## config.mk

```make
export PLATFORM = sky130hd
export DESIGN_NAME = shift_add_multiplier_flat
export DESIGN_NICKNAME = d
export VERILOG_FILES = /design/src/rtl/shift_add_multiplier_if.sv /design/src/rtl/shift_add_multiplier.sv /design/src/flat_wrapper.sv
export SDC_FILE = /design/constraint.sdc
export NUM_CORES = 1
export LEC_CHECK = 0
export ABC_AREA = 1
export ABC_CLOCK_PERIOD_IN_PS = 1400
export BUFFER_PORTS_ARGS = -buffer_cell sky130_fd_sc_hd__buf_2
export CAP_MARGIN = 5
export CORE_UTILIZATION = 45
export DETAILED_ROUTE_END_ITERATION = 10
export PLACE_DENSITY = 0.78
export SYNTH_ARGS = -nofsm -noshare
export SYNTH_HDL_FRONTEND = slang
export SYNTH_SLANG_ARGS = --single-unit
```

## constraint.sdc

```tcl
create_clock -name clk_in -period 1.4 [get_ports clk_in]
set_input_delay 0.35 -clock clk_in [delete_from_list [all_inputs] [get_ports clk_in]]
set_output_delay 0.35 -clock clk_in [all_outputs]
set_load 0.05 [all_outputs]
```

## src/rtl/shift_add_multiplier_if.sv

```systemverilog
// Request/response bundle for shift_add_multiplier.
// The signed_in wire exists only when SHIFT_ADD_SIGNED_EN is defined.
interface shift_add_multiplier_if #(parameter int WIDTH = 4);
    logic                   start;
    logic [WIDTH-1:0]       x;
    logic [WIDTH-1:0]       y;
`ifdef SHIFT_ADD_SIGNED_EN
    logic                   signed_in;
`endif
    logic                   ready;
    logic                   done;
    logic [2*WIDTH-1:0]     product;

    modport master (
        output start,
        output x,
        output y,
`ifdef SHIFT_ADD_SIGNED_EN
        output signed_in,
`endif
        input  ready,
        input  done,
        input  product
    );

    modport slave (
        input  start,
        input  x,
        input  y,
`ifdef SHIFT_ADD_SIGNED_EN
        input  signed_in,
`endif
        output ready,
        output done,
        output product
    );
endinterface

```

## src/rtl/shift_add_multiplier.sv

```systemverilog
// Sequential shift-add multiplier, WIDTH x WIDTH -> 2*WIDTH.
// One add or shift micro-step per clock; latency is WIDTH + popcount(y)
// micro-steps followed by a single DONE cycle.
// Optional feature macro: SHIFT_ADD_SIGNED_EN adds two's-complement mode
// (sign-extended adds, arithmetic shift, subtract on the final iteration).
//
// state | meaning
// IDLE  | waiting for start, ready=1
// ADD   | accumulate multiplicand into A
// SHIFT | shift {A,Q} right one bit, advance iteration count
// DONE  | product valid, one-cycle done pulse
module shift_add_multiplier #(
    parameter int WIDTH = 4
) (
    input  logic                 clk_in,
    input  logic                 rst_in,
    shift_add_multiplier_if.slave bus
);
    localparam int CW = (WIDTH > 1) ? $clog2(WIDTH) : 1;
    localparam logic [CW-1:0] LAST = CW'(WIDTH - 1);

    typedef enum logic [1:0] {IDLE, ADD, SHIFT, DONE} state_t;

    state_t               state;
    state_t               state_nxt;
    logic [WIDTH-1:0]     m_reg;
    logic [WIDTH:0]       a_reg;
    logic [WIDTH-1:0]     q_reg;
    logic [CW-1:0]        cnt;
    logic [2*WIDTH-1:0]   product_reg;

    logic                 last;
    logic                 fill;
    logic [WIDTH:0]       m_ext;
    logic [WIDTH:0]       a_sum;
    logic [2*WIDTH:0]     shifted;

    assign last = (cnt == LAST);

`ifdef SHIFT_ADD_SIGNED_EN
    logic sgn;
    // Signed mode: the multiplier's MSB carries weight -2^(WIDTH-1), so the
    // final iteration subtracts instead of adding.
    assign m_ext = sgn ? {m_reg[WIDTH-1], m_reg} : {1'b0, m_reg};
    assign a_sum = (sgn && last) ? (a_reg - m_ext) : (a_reg + m_ext);
    assign fill  = sgn & a_reg[WIDTH];
`else
    assign m_ext = {1'b0, m_reg};
    assign a_sum = a_reg + m_ext;
    assign fill  = 1'b0;
`endif

    assign shifted = {fill, a_reg, q_reg[WIDTH-1:1]};

    // State register.
    always_ff @(posedge clk_in or negedge rst_in) begin
        if (!rst_in) state <= IDLE;
        else         state <= state_nxt;
    end

    // Next-state decode; the next step depends on the bit that will be in Q[0].
    always_comb begin
        state_nxt = state;
        case (state)
            IDLE:    if (bus.start) state_nxt = bus.y[0] ? ADD : SHIFT;
            ADD:     state_nxt = SHIFT;
            SHIFT:   if (last)          state_nxt = DONE;
                     else if (q_reg[1]) state_nxt = ADD;
                     else               state_nxt = SHIFT;
            DONE:    state_nxt = IDLE;
            default: state_nxt = IDLE;
        endcase
    end

    // Datapath: operand capture, accumulate, shift, and product load on DONE entry.
    always_ff @(posedge clk_in or negedge rst_in) begin
        if (!rst_in) begin
            m_reg       <= '0;
            a_reg       <= '0;
            q_reg       <= '0;
            cnt         <= '0;
            product_reg <= '0;
`ifdef SHIFT_ADD_SIGNED_EN
            sgn         <= 1'b0;
`endif
        end else begin
            case (state)
                IDLE: begin
                    if (bus.start) begin
                        m_reg <= bus.x;
                        q_reg <= bus.y;
                        a_reg <= '0;
                        cnt   <= '0;
`ifdef SHIFT_ADD_SIGNED_EN
                        sgn   <= bus.signed_in;
`endif
                    end
                end
                ADD: begin
                    a_reg <= a_sum;
                end
                SHIFT: begin
                    {a_reg, q_reg} <= shifted;
                    cnt            <= cnt + 1'b1;
                    if (last) product_reg <= shifted[2*WIDTH-1:0];
                end
                default: ;
            endcase
        end
    end

    assign bus.ready   = (state == IDLE);
    assign bus.done    = (state == DONE);
    assign bus.product = product_reg;
endmodule

```

## src/flat_wrapper.sv

```systemverilog
// flat-port wrapper written by rule: the top's interface ports become plain ports
module shift_add_multiplier_flat 
#(
    parameter int WIDTH = 4
)
  (clk_in, rst_in, bus_start, bus_x, bus_y, bus_ready, bus_done, bus_product);
  shift_add_multiplier_if #(.WIDTH(WIDTH)) bus_i ();
  input  logic clk_in;
  input  logic rst_in;
  input wire logic [$bits(bus_i.start)-1:0] bus_start;
  input wire logic [$bits(bus_i.x)-1:0] bus_x;
  input wire logic [$bits(bus_i.y)-1:0] bus_y;
  output wire logic [$bits(bus_i.ready)-1:0] bus_ready;
  output wire logic [$bits(bus_i.done)-1:0] bus_done;
  output wire logic [$bits(bus_i.product)-1:0] bus_product;
  assign bus_i.start = bus_start;
  assign bus_i.x = bus_x;
  assign bus_i.y = bus_y;
  assign bus_ready = bus_i.ready;
  assign bus_done = bus_i.done;
  assign bus_product = bus_i.product;
  shift_add_multiplier #(.WIDTH(WIDTH)) u_core (.clk_in(clk_in), .rst_in(rst_in), .bus(bus_i));
endmodule
```

==> reports/metrics.csv, run 1 <==
stage;metric;value;unit
outcome;status;complete, but fails checks;
outcome;violations;hold timing, setup timing;
critical_path;worstSetupPathType;flip-flop to output pin;
drt;m1WireLength;1330;um
sta;hold_ws;-0.0249;ns
critical_path;critPathBufInv;2;
clock_tree;clock_sinks;24;
clock_tree;h-tree-depth;1;
placed_design;post-place-ws;-0.0822;ns
sta;finalClockSkew;0.00488;ns
sta;layout_setup_ws;-0.138;ns
grt;grt_pass1_wl;4620;um
clock_tree;cts-root-buf;clkbuf_4;
floorplan;die_w;54.9;um
finish;nNetsFinal;205;
grt;grt_max_degree;25;
power;p_leak;0.891;nW
critical_path;critical-path-top-delay-family;flip-flops;
power;power_per_cell_area;2640;nW/um^2
clock_tree;path_clk_slew;0.14;ns
sta;relSlewSlack;64.6;%
floorplan;rows;18;
drt;routed_wl;3130;um
synthesis;syn_inst;141;
synthesis;syn_nets;162;
synthesis;ys_seq_area_share;47.7;%
critical_path;arrival;1.19;ns
finish;diodes;0;
sta;tightest_slew;0.531;ns
synthesis;netlist_area;1260;um^2
sta;max_freq;0.650;GHz
floorplan;pin_count;21;
critical_path;reg2reg_to;u_core.a_reg[4]$_DFFE_PN0P_;
finish;largest_register_ffs;8;
run;maxCapViolCount;0;
floorplan;die_y;54.9;um
finish;drive_above_1_share;45.4;%
placed_design;io_buffers;20;
critical_path;cp-end-kind;output pin;
power;p_total;4.72;mW
floorplan;die-area;3020;um^2
sta;setup_viol;14;
clock_tree;clock_latency;0.33;ns
drt;first_pass_iters;4;
placed_design;place_inst;195;
drt;wl_met3;146;um
critical_path;cp.required;1.05;ns
drt;drc;0;
critical_path;rrSetupSlack;-0.12;ns
min_path;hold_class;input pin to asynchronous set/reset pin;
grt;track_usage;22.0;%
clock_tree;numCtsBuffers;3;
drt;num_vias;1133;
power;peakVddDrop;1980;uV
clock_tree;cts_tree;done;
finish;synthToLayoutAreaGrowth;42.0;%
finish;final_cell_mix;nand2_1 (24), dfrtp_1 (22), buf_2 (18);
critical_path;start_kind;flip-flop;
clock_tree;hold_buffers;0;
grt;first_global_vias;1095;
finish;fin_cells;213;
sta;drv_slew;0;
sta;min_period;1.54;ns
drt;drt_iter0_markers;28;
finish;fill_cells;189;
drt;avgRoutedWirePerCell;14.7;um
sta;tns;-0.875;ns
synthesis;yosysUniqueCellTypes;22;
critical_path;cp_cell_sequence;inv_2, ha_4, buf_8;
grt;grt_overflow;0;
critical_path;r2r-start;u_core.state[1]$_DFFE_PN0P_;
critical_path;path_max_fanout;3;
sta;hold_violations;24;
drt;ant_nets;0;
synthesis;yosysWarnings;0;
drt;avgViaCountPerCell;5.32;
floorplan;coreArea;2570;um^2
critical_path;reg2regPathDepth;10;
floorplan;initial_utilization;49.1;%
sta;timing.final.crit_share;110;%
placed_design;gp_congestion;0.892;
grt;antenna_found_initial;0;
placed_design;hpwl;2110;um
synthesis;synth_area_per_cell;8.94;um^2
critical_path;cpMaxStageDelayCell;dfrtp_2;
finish;final_common_cell;nand2_1;
critical_path;slowest_delay;0.47;ns
synthesis;synth-seq-cells;24;
sta;rsz0062_at_grt;yes;
drt;routed.top_layer;met4;
drt;wl_met2;1600;um
clock_tree;cts_buffer_depth;2;
## per-stage QoR
step	area, um^2	util, %	hold WS [ns]
floorplan	1280	-	0.0544
global placement	1450	56.5	0.360
detailed placement	1450	56.5	0.362
CTS	1600	62.5	0.0165
global route	1790	69.7	0.0279
finish	1790	69.7	-0.0249
## timing repair
| action | in CTS | in global routing |
|---|---|---|
| pin swaps | 6 | 14 |
| endpoints found under the setup margin | 9 | 20 |
| resized for setup | 20 | 32 |
| setup buffers | 6 | 9 |
## cell families (layout without fill, tap and decap cells)
group	Yosys count	count (layout)	synth area share, %
buffers and inverters	26	68	7.94
flip-flops	24	24	47.7
AND/OR/NAND/NOR	45	45	16.4
AO/OA/AOI/OAI	33	33	14.8
multiplexers	3	3	2.68
adder cells (fa/ha/maj)	10	10	10.5
## final cells by class
cell class	count	area, um^2	area share [%]
multi-input combinational	91	701	39.2
inverter	24	97.6	5.45
sequential	24	603	33.7
clock inverter	1	30.0	1.68
timing repair buffer	40	298	16.6
clock buffer	3	22.5	1.26
tap	30	37.5	2.10
## routing by layer
layer  GRT usage, %  vias to the layer above
met5              0                        -
met1           26.9                      546
met4           10.4                        0
met2           37.6                       36
met3           3.83                        6
li1               -                      545
## worst max-delay path by stage
stage / startpoint / endpoint / slack (ns) / cells after the start
after floorplan: u_core.a_reg[0]$_DFFE_PN0P_ / u_core.a_reg[1]$_DFFE_PN0P_ / 0.004 / 6
after global placement: u_core.m_reg[0]$_DFFE_PN0P_ / u_core.a_reg[4]$_DFFE_PN0P_ / -0.02 / 11
after detailed placement: u_core.a_reg[0]$_DFFE_PN0P_ / u_core.a_reg[4]$_DFFE_PN0P_ / -0.08 / 11
after CTS: u_core.state[1]$_DFFE_PN0P_ / bus_done / -0.10 / 2
after global routing: u_core.a_reg[0]$_DFFE_PN0P_ / u_core.a_reg[4]$_DFFE_PN0P_ / -0.25 / 11
final: u_core.state[1]$_DFFE_PN0P_ / bus_ready / -0.14 / 3
## where the power goes
group          switching [mW]  internal, mW
sequential              0.203         0.983
combinational            1.74          1.28
clock                   0.228         0.290
total                    2.17          2.55
## worst register-to-register path, cell delays in order (launching register included)
cell and delay (ns):
dfrtp_2 0.47, inv_2 0.10, ha_4 0.15, buf_6 0.13
inv_4 0.05, nor2_4 0.16, nor2_4 0.07, nand2_4 0.10
nor2_2 0.04, nand3_1 0.08, o21ai_1 0.07
## Yosys cell counts
cell / number / area share, %
nand3_1: 8 / 3.2
o2111ai_1: 1 / 0.70
a21oi_1: 5 / 2.0
nor2_1: 3 / 0.89
dfrtp_1: 24 / 48
nand2_4: 1 / 0.89
o21ai_0: 17 / 6.8
buf_2: 2 / 0.79
nand2_2: 1 / 0.50
nand2_1: 29 / 8.6
o21ai_2: 1 / 0.70
ha_1: 9 / 8.9
mux2_2: 3 / 2.7
o21ai_1: 3 / 1.2
nor2_4: 2 / 1.8
a22oi_1: 1 / 0.60
o22ai_1: 1 / 0.50
inv_1: 21 / 6.3
inv_2: 3 / 0.89
fa_1: 1 / 1.6
nor2_2: 1 / 0.50
o211ai_1: 4 / 2.4
No activity file was read; power rests on OpenSTA's default activity.
==> run 2, diff against run 1 <==
--- a/config.mk
+++ b/config.mk
@@ -7,8 +7,9 @@
 export LEC_CHECK = 0
 export ABC_AREA = 1
 export ABC_CLOCK_PERIOD_IN_PS = 1400
-export BUFFER_PORTS_ARGS = -buffer_cell sky130_fd_sc_hd__buf_2
+export BUFFER_PORTS_ARGS = -buffer_cell sky130_fd_sc_hd__buf_4
 export CAP_MARGIN = 5
+export CORE_ASPECT_RATIO = 1.1
 export CORE_UTILIZATION = 45
 export DETAILED_ROUTE_END_ITERATION = 10
 export PLACE_DENSITY = 0.78
==> reports/metrics.csv, run 2 (synthesized netlist as in run 1, its figures left out) <==
stage;metric;value;unit
outcome;status;complete, but fails checks;
outcome;violations;setup timing;
placed_design;post_dp_cell_area;1520;um^2
floorplan;rows;19;
floorplan;die_w;52.5;um
clock_tree;h-tree-depth;1;
critical_path;cpMaxStageDelayCell;dfrtp_1;
clock_tree;cts_tree;done;
finish;finalInstanceArea;1920;um^2
sta;min_period;1.54;ns
sta;finalClockSkew;0.0110;ns
drt;routed_wl;3510;um
finish;utilization;74.7;%
min_path;hold_class;input pin to flip-flop;
placed_design;io_buffers;20;
clock_tree;clock_latency;0.33;ns
sta;hold_ws;0.249;ns
clock_tree;cts_buffer_depth;2;
floorplan;pin_count;21;
power;p_leak;0.942;nW
clock_tree;numCtsBuffers;3;
finish;fill_cells;160;
sta;drv_slew;0;
placed_design;gp_congestion;0.833;
finish;largest_register_ffs;8;
placed_design;hpwl;2060;um
critical_path;critPathBufInv;2;
drt;avgRoutedWirePerCell;16.2;um
grt;grt_overflow;0;
floorplan;initial_utilization;49.1;%
drt;first_pass_iters;5;
floorplan;die-area;3020;um^2
grt;grt_pass1_wl;4960;um
power;power_per_cell_area;2660;nW/um^2
grt;first_global_vias;1157;
drt;ant_nets;0;
sta;max_freq;0.648;GHz
floorplan;coreArea;2570;um^2
sta;tightest_slew;0.317;ns
finish;multi_input_area;736;um^2
critical_path;start_kind;flip-flop;
finish;seqCellArea;601;um^2
grt;busiest_layer;met2;
clock_tree;clock_sinks;24;
critical_path;slowest_delay;0.38;ns
drt;drt_iter0_markers;51;
grt;grt_use_met3;4.53;%
sta;layout_setup_ws;-0.144;ns
sta;hold_violations;0;
sta;timing.final.crit_share;110;%
critical_path;cp_cell_sequence;ha_2, inv_2, fa_2, inv_2, nand2_2, nand2_2, nand2_2, nand2_1, nand2_1, nand3_1, o21ai_1;
finish;final_cell_mix;buf_4 (32), dfrtp_1 (24), nand2_1 (20);
sta;relSlewSlack;78.6;%
drt;num_vias;1179;
power;peakVddDrop;2040;uV
placed_design;post-place-ws;-0.120;ns
grt;grt_max_degree;25;
critical_path;crit_path_frequent_cell;nand2_2;
finish;final_common_cell;buf_4;
run;maxCapViolCount;0;
grt;use_met1;25.4;%
grt;track_usage;23.1;%
floorplan;die_y;57.5;um
finish;nNetsFinal;208;
drt;avgViaCountPerCell;5.43;
sta;setup_viol;16;
clock_tree;cts-root-buf;clkbuf_4;
drt;drc;0;
finish;diodes;0;
sta;rsz0062_at_grt;yes;
critical_path;cp.required;1.64;ns
critical_path;arrival;1.78;ns
critical_path;cp-end-kind;flip-flop;
critical_path;critical-path-top-delay-family;adder cells;
finish;synthToLayoutAreaGrowth;52.2;%
grt;antenna_found_initial;0;
finish;drive_above_1_share;47.8;%
clock_tree;path_clk_slew;0.14;ns
power;p_total;5.11;mW
critical_path;worstSetupPathType;flip-flop to flip-flop;
critical_path;path_max_fanout;2;
grt;grt_util_met2;39.8;%
-- run 2: cell count changes in the layout (fill, tap and decap cells not counted), sizes merged --
| cell | previous run | this run |
|---|---|---|
| buf | 40 | 42 |
| dlygate4sd3 | 0 | 1 |
-- run 2: worst paths after layout --
check | startpoint | end | cells after the start | slack (ns)
hold / removal | bus_x[3] | u_core.m_reg[3]$_DFFE_PN0P_ | 2 | 0.25
hold reg to reg | u_core.bus.product[2]$_DFFE_PN0P_ | u_core.bus.product[2]$_DFFE_PN0P_ | 2 | 0.50
setup reg to reg | u_core.a_reg[0]$_DFFE_PN0P_ | u_core.a_reg[4]$_DFFE_PN0P_ | 11 | -0.14
min in group asynchronous | rst_in | u_core.bus.product[2]$_DFFE_PN0P_ | 2 | 0.44
setup / recovery | u_core.a_reg[0]$_DFFE_PN0P_ | u_core.a_reg[4]$_DFFE_PN0P_ | 11 | -0.14
max in group asynchronous | rst_in | u_core.a_reg[3]$_DFFE_PN0P_ | 2 | 0.71
-- run 2: cell type report --
cell class                 count  share of cell area, %
inverter                      24                   5.61
clock buffer                   3                   1.17
sequential                    24                   31.3
timing repair buffer          43                   20.0
tap                           31                   2.02
multi-input combinational     91                   38.4
clock inverter                 1                   1.57
-- run 2: what timing repair did --
| item | CTS | global route |
|---|---|---|
| hold buffers | 1 | 0 |
| endpoints found under the setup margin | 11 | 19 |
| gates resized for setup | 30 | 37 |
| pin swaps | 11 | 12 |
| endpoints found under the hold margin | 24 | 0 |
| buffers inserted | 7 | 8 |
-- run 2: report_power, final --
part / switching, mW / internal, mW
logic: 1.93 / 1.48
clock network: 0.219 / 0.290
registers: 0.208 / 0.978
-- run 2: per-stage QoR --
stage | setup TNS (ns) | instances
after detailed placement | -0.527 | 198
final | -1.22 | 217
after global routing | -2.06 | 217
after floorplan | 0 | 141
after CTS | -0.562 | 210
after global placement | -0.0255 | 198
-- run 2: per-layer routing --
layer | vias to the layer above | share of wire, %
li1 | 556 | -
met1 | 560 | 40
met2 | 51 | 52
met3 | 12 | 4.6
met4 | 0 | 3.3
met5 | - | 0
